File: config.mk
export PLATFORM = sky130hd
export DESIGN_NAME = fir_bank_sched
export DESIGN_NICKNAME = d
export VERILOG_FILES = /design/src/rtl/fir_sched_pkg.sv /design/src/rtl/fir_tap_mask.sv /design/src/rtl/fir_bank_sched.sv
export SDC_FILE = /design/constraint.sdc
export NUM_CORES = 1
export LEC_CHECK = 0
export ABC_AREA = 1
export BUFFER_PORTS_ARGS = -buffer_cell sky130_fd_sc_hd__buf_2
export CORE_AREA = 4 4 108 84
export CTS_CLUSTER_SIZE = 12
export DETAILED_ROUTE_END_ITERATION = 16
export DIE_AREA = 0 0 112 88
export HOLD_SLACK_MARGIN = 0.06
export PLACE_DENSITY = 0.56
export SLEW_MARGIN = 20
export SYNTH_ARGS = -nofsm -noshare
export SYNTH_HDL_FRONTEND = slang
export SYNTH_SLANG_ARGS = --single-unit
File: constraint.sdc
create_clock -name iClk_12M -period 2.1 [get_ports iClk_12M]
set_clock_uncertainty 0.1 [all_clocks]
set_input_delay 0.42 -clock iClk_12M [delete_from_list [all_inputs] [get_ports iClk_12M]]
set_output_delay 0.42 -clock iClk_12M [all_outputs]
set_load 0.01 [all_outputs]
File: src/rtl/fir_sched_pkg.sv
// Shared encodings and helpers for the 40-tap, 4-bank FIR coefficient scheduler.
// Latency: n/a (constants, types and pure functions only).
// Backpressure: n/a.
package fir_sched_pkg;

    // FSM state encoding
    localparam logic [2:0] ST_IDLE = 3'd0;
    localparam logic [2:0] ST_LOAD = 3'd1;
    localparam logic [2:0] ST_RUN  = 3'd2;
    localparam logic [2:0] ST_SUM  = 3'd3;
    localparam logic [2:0] ST_DONE = 3'd4;

    localparam int         NUM_BANKS     = 4;
    localparam logic [3:0] TAPS_PER_BANK = 4'd10;
    localparam logic [5:0] MAX_TAPS      = 6'd40;

    // Last bank address swept in RUN.
    localparam logic [3:0] LAST_ADDR = TAPS_PER_BANK - 4'd1;
    // SUM spans three cycles: EnMul tail, EnAcc tail, then the EnAdd pulse.
    localparam logic [3:0] SUM_LAST  = 4'd2;

    // Registered host write, replayed onto the bank pins one cycle later.
    typedef struct packed {
        logic        vld;
        logic [1:0]  bank;
        logic [3:0]  addr;
        logic [15:0] dat;
    } wr_req_t;

    // Bank holding global coefficient k (k/10), valid for k < 40.
    function automatic logic [1:0] tap_bank(input logic [5:0] k);
        if (k >= 6'd30)      return 2'd3;
        else if (k >= 6'd20) return 2'd2;
        else if (k >= 6'd10) return 2'd1;
        else                 return 2'd0;
    endfunction

    // Address of coefficient k inside its bank (k%10), valid for k < 40.
    function automatic logic [3:0] tap_offset(input logic [5:0] k);
        logic [5:0] base;
        case (tap_bank(k))
            2'd3:    base = 6'd30;
            2'd2:    base = 6'd20;
            2'd1:    base = 6'd10;
            default: base = 6'd0;
        endcase
        return 4'(k - base);
    endfunction

endpackage

File: src/rtl/fir_tap_mask.sv
// Per-bank valid mask: bank b is live at address a when b*10 + a < N.
// Latency: purely combinational.
// Backpressure: none.
// Ports: addr (bank address 0..9), num_taps (clamped N 0..40), bank_vld (1 = bank reads a real tap).
module fir_tap_mask
    import fir_sched_pkg::*;
(
    input  logic [3:0]           addr,
    input  logic [5:0]           num_taps,
    output logic [NUM_BANKS-1:0] bank_vld
);

    for (genvar b = 0; b < NUM_BANKS; b++) begin : g_bank
        localparam logic [6:0] BASE = 7'(b * int'(TAPS_PER_BANK));
        assign bank_vld[b] = (BASE + {3'b000, addr}) < {1'b0, num_taps};
    end

endmodule

File: src/rtl/fir_bank_sched.sv
// Sequences coefficient loads and per-sample bank reads for a 40-tap FIR split over 4 SRAM banks.
// Latency: fixed 14 cycles from sample strobe to oDone, independent of tap count.
// Backpressure: none; strobes arriving while busy are dropped and latch the sticky oOverrun flag.
// Ports: iClk_12M/iRsn clock and async active-high reset; iEnSample_300k sample strobe;
//        iCoeffiUpdateFlag load-mode level; iCsnRam/iWrnRam/iAddrRam/iWrDtRam host write port;
//        iNumOfCoeff tap count; oCsnRam/oWrnRam/oAddrRam/oWrDtRam bank SRAM pins;
//        oEnMul/oEnAcc per-bank datapath enables; oEnAdd/oDone/oBusy/oOverrun status.
module fir_bank_sched
    import fir_sched_pkg::*;
(
    input  logic        iClk_12M,
    input  logic        iRsn,
    input  logic        iEnSample_300k,
    input  logic        iCoeffiUpdateFlag,
    input  logic        iCsnRam,
    input  logic        iWrnRam,
    input  logic [5:0]  iAddrRam,
    input  logic [15:0] iWrDtRam,
    input  logic [5:0]  iNumOfCoeff,
    output logic [3:0]  oCsnRam,
    output logic [3:0]  oWrnRam,
    output logic [3:0]  oAddrRam,
    output logic [15:0] oWrDtRam,
    output logic [3:0]  oEnMul,
    output logic [3:0]  oEnAcc,
    output logic        oEnAdd,
    output logic        oDone,
    output logic        oBusy,
    output logic        oOverrun
);

    logic [2:0]           state_q,   state_d;
    logic [3:0]           cnt_q,     cnt_d;      // bank address in RUN, drain step in SUM
    logic [5:0]           n_q,       n_d;        // clamped tap count, frozen for the sample
    logic [NUM_BANKS-1:0] mul_q,     mul_d;
    logic [NUM_BANKS-1:0] acc_q,     acc_d;
    logic                 overrun_q, overrun_d;
    wr_req_t              wr_q,      wr_d;

    logic [NUM_BANKS-1:0] tap_vld;
    logic [NUM_BANKS-1:0] wr_bank_oh;
    logic                 in_run;
    logic                 host_wr;

    fir_tap_mask u_tap_mask (
        .addr     (cnt_q),
        .num_taps (n_q),
        .bank_vld (tap_vld)
    );

    assign in_run     = (state_q == ST_RUN);
    assign host_wr    = !iCsnRam && !iWrnRam && (iAddrRam < MAX_TAPS);
    assign wr_bank_oh = 4'b0001 << wr_q.bank;

    always_comb begin
        state_d   = state_q;
        cnt_d     = cnt_q;
        n_d       = n_q;
        overrun_d = overrun_q;
        wr_d      = wr_q;
        wr_d.vld  = 1'b0;
        // SRAM read data arrives one cycle after the select; accumulate follows the multiply.
        mul_d     = in_run ? tap_vld : '0;
        acc_d     = mul_q;

        case (state_q)
            ST_IDLE: begin
                if (iCoeffiUpdateFlag) begin
                    state_d = ST_LOAD;
                end else if (iEnSample_300k) begin
                    state_d = ST_RUN;
                    cnt_d   = 4'd0;
                    n_d     = (iNumOfCoeff > MAX_TAPS) ? MAX_TAPS : iNumOfCoeff;
                end
            end
            ST_LOAD: begin
                if (!iCoeffiUpdateFlag) state_d = ST_IDLE;
                if (iEnSample_300k)     overrun_d = 1'b1;
                if (host_wr) begin
                    wr_d.vld  = 1'b1;
                    wr_d.bank = tap_bank(iAddrRam);
                    wr_d.addr = tap_offset(iAddrRam);
                    wr_d.dat  = iWrDtRam;
                end
            end
            ST_RUN: begin
                if (iEnSample_300k) overrun_d = 1'b1;
                if (cnt_q == LAST_ADDR) begin
                    state_d = ST_SUM;
                    cnt_d   = 4'd0;
                end else begin
                    cnt_d = cnt_q + 4'd1;
                end
            end
            ST_SUM: begin
                if (iEnSample_300k) overrun_d = 1'b1;
                if (cnt_q == SUM_LAST) begin
                    state_d = ST_DONE;
                    cnt_d   = 4'd0;
                end else begin
                    cnt_d = cnt_q + 4'd1;
                end
            end
            ST_DONE: begin
                if (iEnSample_300k) overrun_d = 1'b1;
                // A flag raised mid-sample is honoured only once the result is out.
                state_d = iCoeffiUpdateFlag ? ST_LOAD : ST_IDLE;
            end
            default: begin
                state_d = ST_IDLE;
                cnt_d   = 4'd0;
            end
        endcase
    end

    always_ff @(posedge iClk_12M or posedge iRsn) begin
        if (iRsn) begin
            state_q   <= ST_IDLE;
            cnt_q     <= 4'd0;
            n_q       <= 6'd0;
            mul_q     <= '0;
            acc_q     <= '0;
            overrun_q <= 1'b0;
            wr_q      <= '0;
        end else begin
            state_q   <= state_d;
            cnt_q     <= cnt_d;
            n_q       <= n_d;
            mul_q     <= mul_d;
            acc_q     <= acc_d;
            overrun_q <= overrun_d;
            wr_q      <= wr_d;
        end
    end

    // Outputs decode straight from reset-cleared flops, so reset idles the pins without a clock.
    assign oCsnRam  = in_run ? ~tap_vld : (wr_q.vld ? ~wr_bank_oh : 4'hF);
    assign oWrnRam  = wr_q.vld ? ~wr_bank_oh : 4'hF;
    assign oAddrRam = in_run ? cnt_q : (wr_q.vld ? wr_q.addr : 4'd0);
    assign oWrDtRam = wr_q.dat;
    assign oEnMul   = mul_q;
    assign oEnAcc   = acc_q;
    assign oEnAdd   = (state_q == ST_SUM) && (cnt_q == SUM_LAST);
    assign oDone    = (state_q == ST_DONE);
    assign oBusy    = (state_q != ST_IDLE);
    assign oOverrun = overrun_q;

endmodule

==> results.json, run 1 <==
{
  "io_pins": 74,
  "path_cells": "clkinv_4 -> ha_4 -> ha_4 -> inv_2 -> ha_4 -> and3_4 -> nand2_1 -> nand2_1 -> nand2_1 -> nand2_2 -> buf_6",
  "drtIter0Drc": 99,
  "nFillCells": 783,
  "hold_buffers": 0,
  "p_leak_nw": 1.92,
  "rsz0062_at_grt": "yes",
  "cts_max_path_buffers": 2,
  "power_frac_seq_pct": 27.9,
  "setup_violations": 4,
  "required_ps": 1580,
  "dp_slack_ps": -155,
  "cp_slowest_cell": "dfrtp_2",
  "r2r_slack_ps": 130,
  "hold_class": "input pin to asynchronous set/reset pin",
  "drive_above_1_share_pct": 35.1,
  "ys_types": 31,
  "drcViolationCount": 0,
  "rows": 28,
  "fin_nets": 491,
  "p_comb_share_pct": 61.5,
  "final_antenna_net_count": 0,
  "max-slew-margin-rel_pct": 60.7,
  "worstPathMaxFanout": 4,
  "cts_tree": "yes",
  "power.density_mw_per_mm2": 1460,
  "fin_setup_tns_ps": -1500,
  "syn_avg_cell_area_um2": 8.00,
  "wirelength_mm": 6.74,
  "max_stage_delay_ps": 430,
  "core_mm2": 0.00788,
  "cts.htree.levels": 2,
  "status": "complete, but fails checks",
  "ys_seq_area_share_pct": 41.1,
  "violations": "negative setup slack",
  "worst-slew-pin-transition_ps": 588,
  "track_usage_pct": 13.9,
  "critPathLaunchType": "flop",
  "switchingPower_w": 0.00230,
  "die_y_um": 88,
  "drtPass1Iterations": 4,
  "clk_latency_ps": 300,
  "criticalPathCategory": "flop to output port",
  "place.gp.congestion": 0.850,
  "swShare_pct": 43.5,
  "syn_inst": 343,
  "port_buffers": 73,
  "dieArea_mm2": 0.00986,
  "cp.arrival_ps": 2050,
  "end_kind": "output port",
  "syn_area_mm2": 0.00274,
  "clkTransAtPathRegs_ps": 90,
  "setup_ws_ps": -466,
  "yosysTopAreaCell": "dfrtp_1",
  "synthTopCellsByArea": "dfrtp_1 (41%), nand2_1 (16%), ha_1 (11%), nand3_1 (5.7%), buf_4 (4.7%)",
  "synth_warnings": 0,
  "clock.fmax_mhz": 390,
  "grt_max_degree": 26,
  "internal_power_w": 0.00298,
  "clkSinkCount": 45,
  "clock-root-buffer": "clkbuf_8",
  "syn_nets": 402,
  "grt-ovfl-total": 0,
  "vias": 2424,
  "grt_pass1_wl_mm": 11.1,
  "ys_seq_elements": 45,
  "numCtsBuffers": 5,
  "ir_drop_v": 0.000625,
  "initial_core_util_pct": 34.8,
  "wl_per_cell_um": 12.5,
  "fin_crit_sh_pct": 122,
  "grt_pass1_vias": 2340,
  "die_width_um": 112,
  "timing.final.max_slew_violations": 0,
  "antenna_found_initial": 0,
  "via_per_inst": 4.51,
  "dpl.hpwl_mm": 5.23,
  "hold_viol_final": 0,
  "synthToLayoutAreaGrowth_pct": 31.6,
  "clock_power_share_pct": 10.6,
  "cap_viol_max_count": 0,
  "synth_top_area_share_pct": 41.1,
  "n_antenna_cell": 0,
  "min_period_ps": 2570
}
power groups by stage:
stage / combinational [W] / sequential [W] / clock, W
global route: 0.00368 / 0.00153 / 0.000620
floorplan: 0.00184 / 0.00152 / 0
detailed placement: 0.00280 / 0.00149 / 0
global placement: 0.00277 / 0.00148 / 0
CTS: 0.00300 / 0.00147 / 0.000587
finish: 0.00325 / 0.00147 / 0.000561
worst max-delay path, delay by kind of cell, from the launching register on:
kind / cells / cell delay [ps]
adders and majority gates: 3 / 670
buffers and inverters: 3 / 230
DFF: 1 / 430
and+or+nand+nor: 5 / 410
worst paths after layout:
kind | from | cells past startpoint | to
hold reg to reg | oEnMul[0] | 0 | oEnAcc[0]
max in group asynchronous | iRsn | 3 | cnt_q[1]
min in group iClk_12M | iWrDtRam[10] | 3 | oWrDtRam[10]
setup reg to reg | cnt_q[2] | 11 | oEnMul[3]
setup / recovery | cnt_q[2] | 11 | oCsnRam[3]
hold / removal | iRsn | 2 | oWrDtRam[6]
cell families after synthesis:
| logic type | synth area share, % |
|---|---|
| compound gates | 7.89 |
| xor+xnor | 1.28 |
| fa+ha+maj | 11.7 |
| buf+inv | 10.7 |
| flops | 41.1 |
| simple gates | 27.4 |
timing repair:
action,4_1_cts,5_1_grt
resized for setup,16,21
endpoints found under the setup margin,5,9
buffers inserted,1,2
pin swaps,8,10
cell type report:
class                   instances  area (µm²)  share of cell area (%)
well taps                     105         131                    3.64
repair buffers                105         632                    17.5
inverters                      33         134                    3.71
clock buffers                   5        68.8                    1.91
flip-flops and latches         45        1130                    31.3
multi-input cells             242        1490                    41.3
clock inverters                 3        21.3                   0.589
through the flow:
stage               instance area (µm²)  power [W]  hold slack, ps  utilization (%)  instances
finish                             3610    0.00528            68.0             45.8        538
global route                       3610    0.00583             104             45.8        538
CTS                                3490    0.00506            70.4             44.3        536
detailed placement                 3310    0.00429             264             42.0        527
global placement                   3310    0.00424             255             42.0        527
floorplan                          2750    0.00336             316                -        343
cell usage in the layout, fill, tap and decap left out, types with 2 or more instances in the layout:
master	Yosys	layout
inv_1	31	25
nor2_1	16	16
o21a_1	3	3
xor2_1	2	2
nand3_1	31	30
nand2_2	1	3
buf_4	17	29
ha_4	0	9
a21oi_2	0	3
dfrtp_1	45	42
xnor2_1	2	2
clkbuf_8	0	5
inv_2	2	6
nand2_1	116	114
a21oi_1	6	3
buf_2	3	72
nor3_4	1	2
a21o_1	3	3
buf_6	2	3
ha_1	24	14
nand4_1	3	3
o21ai_0	20	18
dfrtp_2	0	3
o21ai_2	2	3
clkinv_4	0	2
synth_stat cells:
master / number
xor2_1: 2
or2_1: 1
buf_4: 17
inv_2: 2
inv_1: 31
o21ai_0: 20
o21bai_1: 1
nor3_1: 2
xnor2_1: 2
nand4_1: 3
a21oi_1: 6
buf_6: 2
nor2_4: 1
nand3_1: 31
nand3_2: 1
nor3_2: 1
a21boi_0: 1
dfrtp_1: 45
a31o_2: 1
clkbuf_1: 1
o21a_1: 3
buf_2: 3
nor2_1: 16
and3_1: 2
nor3_4: 1
fa_1: 1
a21o_1: 3
nand2_2: 1
ha_1: 24
o21ai_2: 2
nand2_1: 116
layer usage:
metal | up-vias | track usage [%] | part of all wire [%]
met5 | - | 0 | 0
met4 | 0 | 3.60 | 0.74
met3 | 5 | 3.25 | 6.8
met2 | 67 | 21.3 | 42
met1 | 1092 | 19.9 | 50
li1 | 1260 | - | -
state kept, by name, indices dropped and copies added (netlist names):
name,cells
wr_q,7
oEnMul,4
oEnAcc,4
cnt_q,4
oWrDtRam,16
oOverrun,1
state_q,3
n_q,6
Note: power is estimated with default switching activity, not from simulation.
==> inputs of run 2 (changes only) <==
--- a/config.mk
+++ b/config.mk
@@ -7,10 +7,10 @@
 export LEC_CHECK = 0
 export ABC_AREA = 1
 export BUFFER_PORTS_ARGS = -buffer_cell sky130_fd_sc_hd__buf_2
-export CORE_AREA = 4 4 108 84
+export CORE_AREA = 4 4 99 91
 export CTS_CLUSTER_SIZE = 12
 export DETAILED_ROUTE_END_ITERATION = 16
-export DIE_AREA = 0 0 112 88
+export DIE_AREA = 0 0 103 95
 export HOLD_SLACK_MARGIN = 0.06
 export PLACE_DENSITY = 0.56
 export SLEW_MARGIN = 20
==> results.json, run 2 (synthesized netlist as in run 1, its figures left out) <==
{
  "seq_area_mm2": 0.00113,
  "min_period_ps": 2580,
  "place.gp.congestion": 0.825,
  "synthToLayoutAreaGrowth_pct": 33.8,
  "n_antenna_cell": 0,
  "power.density_mw_per_mm2": 1490,
  "cap_viol_max_count": 0,
  "antenna_found_initial": 0,
  "nFillCells": 796,
  "dieArea_mm2": 0.00979,
  "cts.htree.levels": 2,
  "hold_class": "input pin to asynchronous set/reset pin",
  "wirelength_mm": 6.76,
  "final_antenna_net_count": 0,
  "end_kind": "output port",
  "multi_input_area_mm2": 0.00155,
  "r2r_slack_ps": 200,
  "drtPass1Iterations": 6,
  "largest_reg_flops": 16,
  "drive_above_1_share_pct": 36.9,
  "stdcell_area_mm2": 0.00367,
  "rsz0062_at_grt": "yes",
  "via_per_inst": 4.60,
  "die_y_um": 95,
  "max-slew-margin-rel_pct": 63.0,
  "grt_pass1_vias": 2291,
  "die_width_um": 103,
  "required_ps": 1580,
  "numCtsBuffers": 5,
  "port_buffers": 73,
  "clock-root-buffer": "clkbuf_8",
  "dp_slack_ps": -127,
  "clkTransAtPathRegs_ps": 100,
  "criticalPathCategory": "flop to output port",
  "hold_viol_final": 0,
  "path_delay_family": "adder cells",
  "core_mm2": 0.00799,
  "clkSinkCount": 45,
  "path_cells": "clkinv_4 -> ha_4 -> ha_4 -> inv_2 -> ha_4 -> a21o_1 -> a21oi_2 -> nand2_2 -> nand2_2 -> nand2_2 -> buf_6",
  "setup_violations": 4,
  "setup_ws_ps": -478,
  "fin_nets": 492,
  "track_usage_pct": 14.1,
  "cts_max_path_buffers": 2,
  "max_stage_delay_ps": 430,
  "worstPathMaxFanout": 5,
  "cts_tree": "yes",
  "vias": 2450,
  "dpl_cell_area_mm2": 0.00328,
  "critPathLaunchType": "flop",
  "final_common_cell": "nand2_1",
  "final_cell_mix": "nand2_1 (110), buf_2 (72), dfrtp_1 (42), nand3_1 (30), buf_4 (29)",
  "cp_slowest_cell": "dfrtp_2",
  "final_util_pct": 45.9,
  "dpl.hpwl_mm": 5.10,
  "drtIter0Drc": 104,
  "grt-ovfl-total": 0,
  "clock.fmax_mhz": 388,
  "grt_max_degree": 26,
  "hold_buffers": 0,
  "cp.arrival_ps": 2060,
  "drcViolationCount": 0,
  "ir_drop_v": 0.000512,
  "timing.final.max_slew_violations": 0,
  "io_pins": 74,
  "clk_latency_ps": 300,
  "status": "complete, but fails checks",
  "critPathBufInv": 3,
  "fin_crit_sh_pct": 123,
  "worst-slew-pin-transition_ps": 555,
  "violations": "negative setup slack",
  "wl_per_cell_um": 12.7,
  "initial_core_util_pct": 34.3,
  "grt_pass1_wl_mm": 10.8,
  "rows": 31,
  "p_leak_nw": 1.93
}
==> run 2: cell count changes in the layout (fill, tap and decap cells not counted), sizes merged <==
cell    before  now
buf        105  106
inv         32   34
clkinv       3    1
==> run 2: final cells by class <==
class	count	area share [%]
Multi-Input combinational cell	242	42.2
Sequential cell	45	30.8
Tap cell	99	3.38
Inverter	33	3.58
Clock inverter	3	0.682
Timing Repair Buffer	106	17.5
Clock buffer	5	1.88
==> run 2: worst paths after layout <==
check	from	cells after the start	to
setup / recovery	cnt_q[2]	11	oCsnRam[3]
hold / removal	iRsn	2	wr_q[22]
setup reg to reg	cnt_q[2]	10	oEnMul[3]
hold reg to reg	oEnMul[1]	0	oEnAcc[1]
max in group asynchronous	iRsn	3	oEnAcc[0]
min in group iClk_12M	iWrDtRam[14]	3	oWrDtRam[14]
==> run 2: per-layer routing <==
| layer | global-route usage (%) | routed length (µm) | vias up | share of wire (%) |
|---|---|---|---|---|
| li1 | - | - | 1275 | - |
| met3 | 3.18 | 486 | 6 | 7.2 |
| met1 | 20.2 | 3250 | 1100 | 48 |
| met2 | 21.4 | 2950 | 69 | 44 |
| met4 | 3.24 | 74 | 0 | 1.1 |
| met5 | 0 | 0 | - | 0 |
==> run 2: repair_timing <==
action | CTS | global route
setup buffers | 3 | 2
setup endpoints to repair | 7 | 9
resized for setup | 20 | 27
pin swaps | 17 | 18
==> run 2: worst register-to-register path, delay by kind of cell (launching register included) <==
family          cells  cell delay [ps]
compound gates      2              300
simple gates        2              150
buf+inv             3              280
flops               1              430
fa+ha+maj           3              590
==> run 2: power by group <==
group,switching [W],internal (W)
combinational,0.00182,0.00157
clock,0.000346,0.000244
sequential,0.000214,0.00126
total,0.00238,0.00307
==> run 2: metrics by stage <==
step	hold slack [ps]	std cells	power, W	setup TNS, ps
CTS	67.8	531	0.00509	-1750
detailed placement	256	520	0.00424	-440
finish	57.7	533	0.00545	-1560
global placement	257	520	0.00418	-302
floorplan	316	343	0.00336	0
global route	89.1	533	0.00599	-2140
==> inputs of run 3 (changes only) <==
--- a/config.mk
+++ b/config.mk
@@ -5,14 +5,16 @@
 export SDC_FILE = /design/constraint.sdc
 export NUM_CORES = 1
 export LEC_CHECK = 0
-export ABC_AREA = 1
+export ABC_AREA = 0
 export BUFFER_PORTS_ARGS = -buffer_cell sky130_fd_sc_hd__buf_2
-export CORE_AREA = 4 4 99 91
+export CELL_PAD_IN_SITES_DETAIL_PLACEMENT = 1
+export CELL_PAD_IN_SITES_GLOBAL_PLACEMENT = 2
+export CORE_AREA = 4 4 107 99
 export CTS_CLUSTER_SIZE = 12
 export DETAILED_ROUTE_END_ITERATION = 16
-export DIE_AREA = 0 0 103 95
+export DIE_AREA = 0 0 111 103
 export HOLD_SLACK_MARGIN = 0.06
-export PLACE_DENSITY = 0.56
+export PLACE_DENSITY = 0.73
 export SLEW_MARGIN = 20
 export SYNTH_ARGS = -nofsm -noshare
 export SYNTH_HDL_FRONTEND = slang
==> results.json, run 3 <==
{
  "vias": 2232,
  "core_mm2": 0.00949,
  "swShare_pct": 41.7,
  "syn_inst": 265,
  "cp_slowest_cell": "dfrtp_1",
  "wirelength_mm": 7.02,
  "synth_ff_type": "dfrtp_1",
  "power_frac_seq_pct": 26.9,
  "hold_class": "input pin to flop",
  "rsz0062_at_grt": "yes",
  "rows": 34,
  "yosysTopAreaCell": "dfrtp_1",
  "status": "complete, but fails checks",
  "clkTransAtPathRegs_ps": 90,
  "critPathBufInv": 2,
  "dpl_cell_area_mm2": 0.00330,
  "grt_max_degree": 28,
  "die_width_um": 111,
  "drcViolationCount": 0,
  "hp-start": "iWrDtRam[9]",
  "largest_reg_flops": 16,
  "internal_power_w": 0.00314,
  "r2r_start": "cnt_q[2]",
  "switchingPower_w": 0.00225,
  "stdcell_area_mm2": 0.00365,
  "crit_path_start": "cnt_q[2]",
  "antenna_found_initial": 0,
  "timing.final.max_slew_violations": 0,
  "track_usage_pct": 12.5,
  "p_comb_share_pct": 62.9,
  "numCtsBuffers": 5,
  "dieArea_mm2": 0.0114,
  "power.density_mw_per_mm2": 1480,
  "fin_crit_sh_pct": 131,
  "n_antenna_cell": 0,
  "grt_pass1_wl_mm": 11.6,
  "setup_violations": 5,
  "required_ps": 1580,
  "min_period_ps": 2740,
  "worst-slew-pin-transition_ps": 475,
  "synth_top_area_share_pct": 41.9,
  "hold_viol_final": 0,
  "synth-edff-count": 0,
  "wl_per_cell_um": 14.5,
  "synthToLayoutAreaGrowth_pct": 35.7,
  "final_cell_mix": "buf_2 (70), dfrtp_1 (45), buf_4 (33), nand2_1 (21), mux2_2 (20)",
  "criticalPathCategory": "flop to output port",
  "drtIter0Drc": 55,
  "path_delay_family": "compound AO/OA/AOI/OAI gates",
  "nFillCells": 1099,
  "worstPathMaxFanout": 4,
  "cp.arrival_ps": 2220,
  "ys_seq_elements": 45,
  "final_common_cell": "buf_2",
  "max-slew-margin-rel_pct": 68.3,
  "via_per_inst": 4.62,
  "path_cells": "inv_2 -> ha_2 -> a21boi_2 -> ha_1 -> a21o_1 -> a211o_1 -> a41oi_2 -> nor2_2 -> buf_2",
  "fin_nets": 415,
  "p_leak_nw": 1.73,
  "grt-ovfl-total": 0,
  "io_pins": 74,
  "grt_pass1_vias": 2309,
  "syn_nets": 324,
  "die_y_um": 103,
  "clk_latency_ps": 300,
  "final_antenna_net_count": 0,
  "ys_seq_area_share_pct": 41.9,
  "place.gp.congestion": 0.850,
  "clock-root-buffer": "clkbuf_8",
  "cap_viol_max_count": 0,
  "synthTopCellsByArea": "dfrtp_1 (42%), ha_1 (11%), mux2_2 (8.4%), buf_4 (4.7%), o21ai_0 (3.5%)",
  "drtPass1Iterations": 4,
  "async_flop_share_pct": 100,
  "clock_power_share_pct": 10.3,
  "initial_core_util_pct": 28.3,
  "critPathLaunchType": "flop",
  "drive_above_1_share_pct": 52.1,
  "dpl.hpwl_mm": 5.47,
  "port_buffers": 73,
  "cts.htree.levels": 2,
  "cts_max_path_buffers": 2,
  "synth_common_cells": "dfrtp_1 (45), ha_1 (24), nand2_1 (22)",
  "syn_avg_cell_area_um2": 10.1,
  "clkSinkCount": 45,
  "end_kind": "output port",
  "fin_setup_tns_ps": -2010,
  "setup_ws_ps": -643,
  "syn_area_mm2": 0.00269,
  "violations": "negative setup slack",
  "cts_tree": "yes",
  "synth_warnings": 0,
  "yosysMostFrequentCell": "dfrtp_1",
  "final_util_pct": 38.5,
  "clock.fmax_mhz": 365,
  "ir_drop_v": 0.000442,
  "max_stage_delay_ps": 390,
  "ys_types": 49
}
run 3: cell count changes in the layout (fill, tap and decap cells not counted), moves of 5 or more:
cell | before | now
a21oi_1 | 3 | 8
ha_2 | 1 | 6
ha_4 | 12 | 6
inv_1 | 25 | 10
mux2_2 | 0 | 20
nand2_1 | 110 | 21
nand2_2 | 6 | 1
nand3_1 | 30 | 5
nand3b_1 | 0 | 5
o21ai_0 | 17 | 12
run 3: through the flow:
stage,setup WS (ps),total power [W],hold WS (ps),instances
finish,-643,0.00539,252,483
global route,-779,0.00587,230,483
CTS,-634,0.00530,241,481
detailed placement,-323,0.00433,269,468
global placement,-282,0.00421,251,468
floorplan,-212,0.00336,316,265
run 3: per-layer routing:
layer	share of wire [%]	GRT usage [%]	vias up
li1	-	-	1091
met1	46	15.8	1073
met2	47	21.6	62
met3	5.8	3.52	6
met4	1.1	2.56	0
met5	0	0	-
run 3: power groups by stage:
stage | clock (W) | combinational [W] | sequential (W)
CTS | 0.000581 | 0.00326 | 0.00145
finish | 0.000554 | 0.00338 | 0.00145
global route | 0.000628 | 0.00374 | 0.00150
detailed placement | 0 | 0.00286 | 0.00147
floorplan | 0 | 0.00190 | 0.00146
global placement | 0 | 0.00277 | 0.00144
run 3: kinds of logic after synthesis:
kind of cell | after synthesis | synth area share, %
AND/OR/NAND/NOR | 75 | 14.7
AO/OA/AOI/OAI | 54 | 12.9
flip-flops | 45 | 41.9
buffers and inverters | 44 | 9.54
adder cells (fa/ha/maj) | 25 | 11.9
multiplexers | 20 | 8.38
XOR/XNOR | 2 | 0.652
run 3: path summary, 6_finish.rpt:
path                                to  depth (start not counted)  slack [ps]
setup / recovery            oCsnRam[3]                          9        -640
hold / removal             oWrDtRam[9]                          2         250
setup reg to reg             oEnMul[3]                          8          60
hold reg to reg              oEnAcc[3]                          0         280
max in group asynchronous    oEnMul[1]                          4         830
min in group asynchronous     oOverrun                          3         570
run 3: area by class of cell:
| class | count | area, µm² | share of cell area [%] |
|---|---|---|---|
| clock inverters | 3 | 21.3 | 0.583 |
| repair buffers | 112 | 712 | 19.5 |
| multi-input cells | 176 | 1500 | 41.1 |
| clock buffers | 5 | 68.8 | 1.89 |
| flip-flops and latches | 45 | 1130 | 30.9 |
| inverters | 16 | 65.1 | 1.78 |
| well taps | 126 | 158 | 4.32 |
run 3: timing repair:
action | 4_1_cts | 5_1_grt
resized for setup | 33 | 15
setup buffers | 4 | 2
endpoints found under the hold margin | 18 | 0
endpoints found under the setup margin | 9 | 10
pin swaps | 13 | 7
hold buffers | 1 | 0
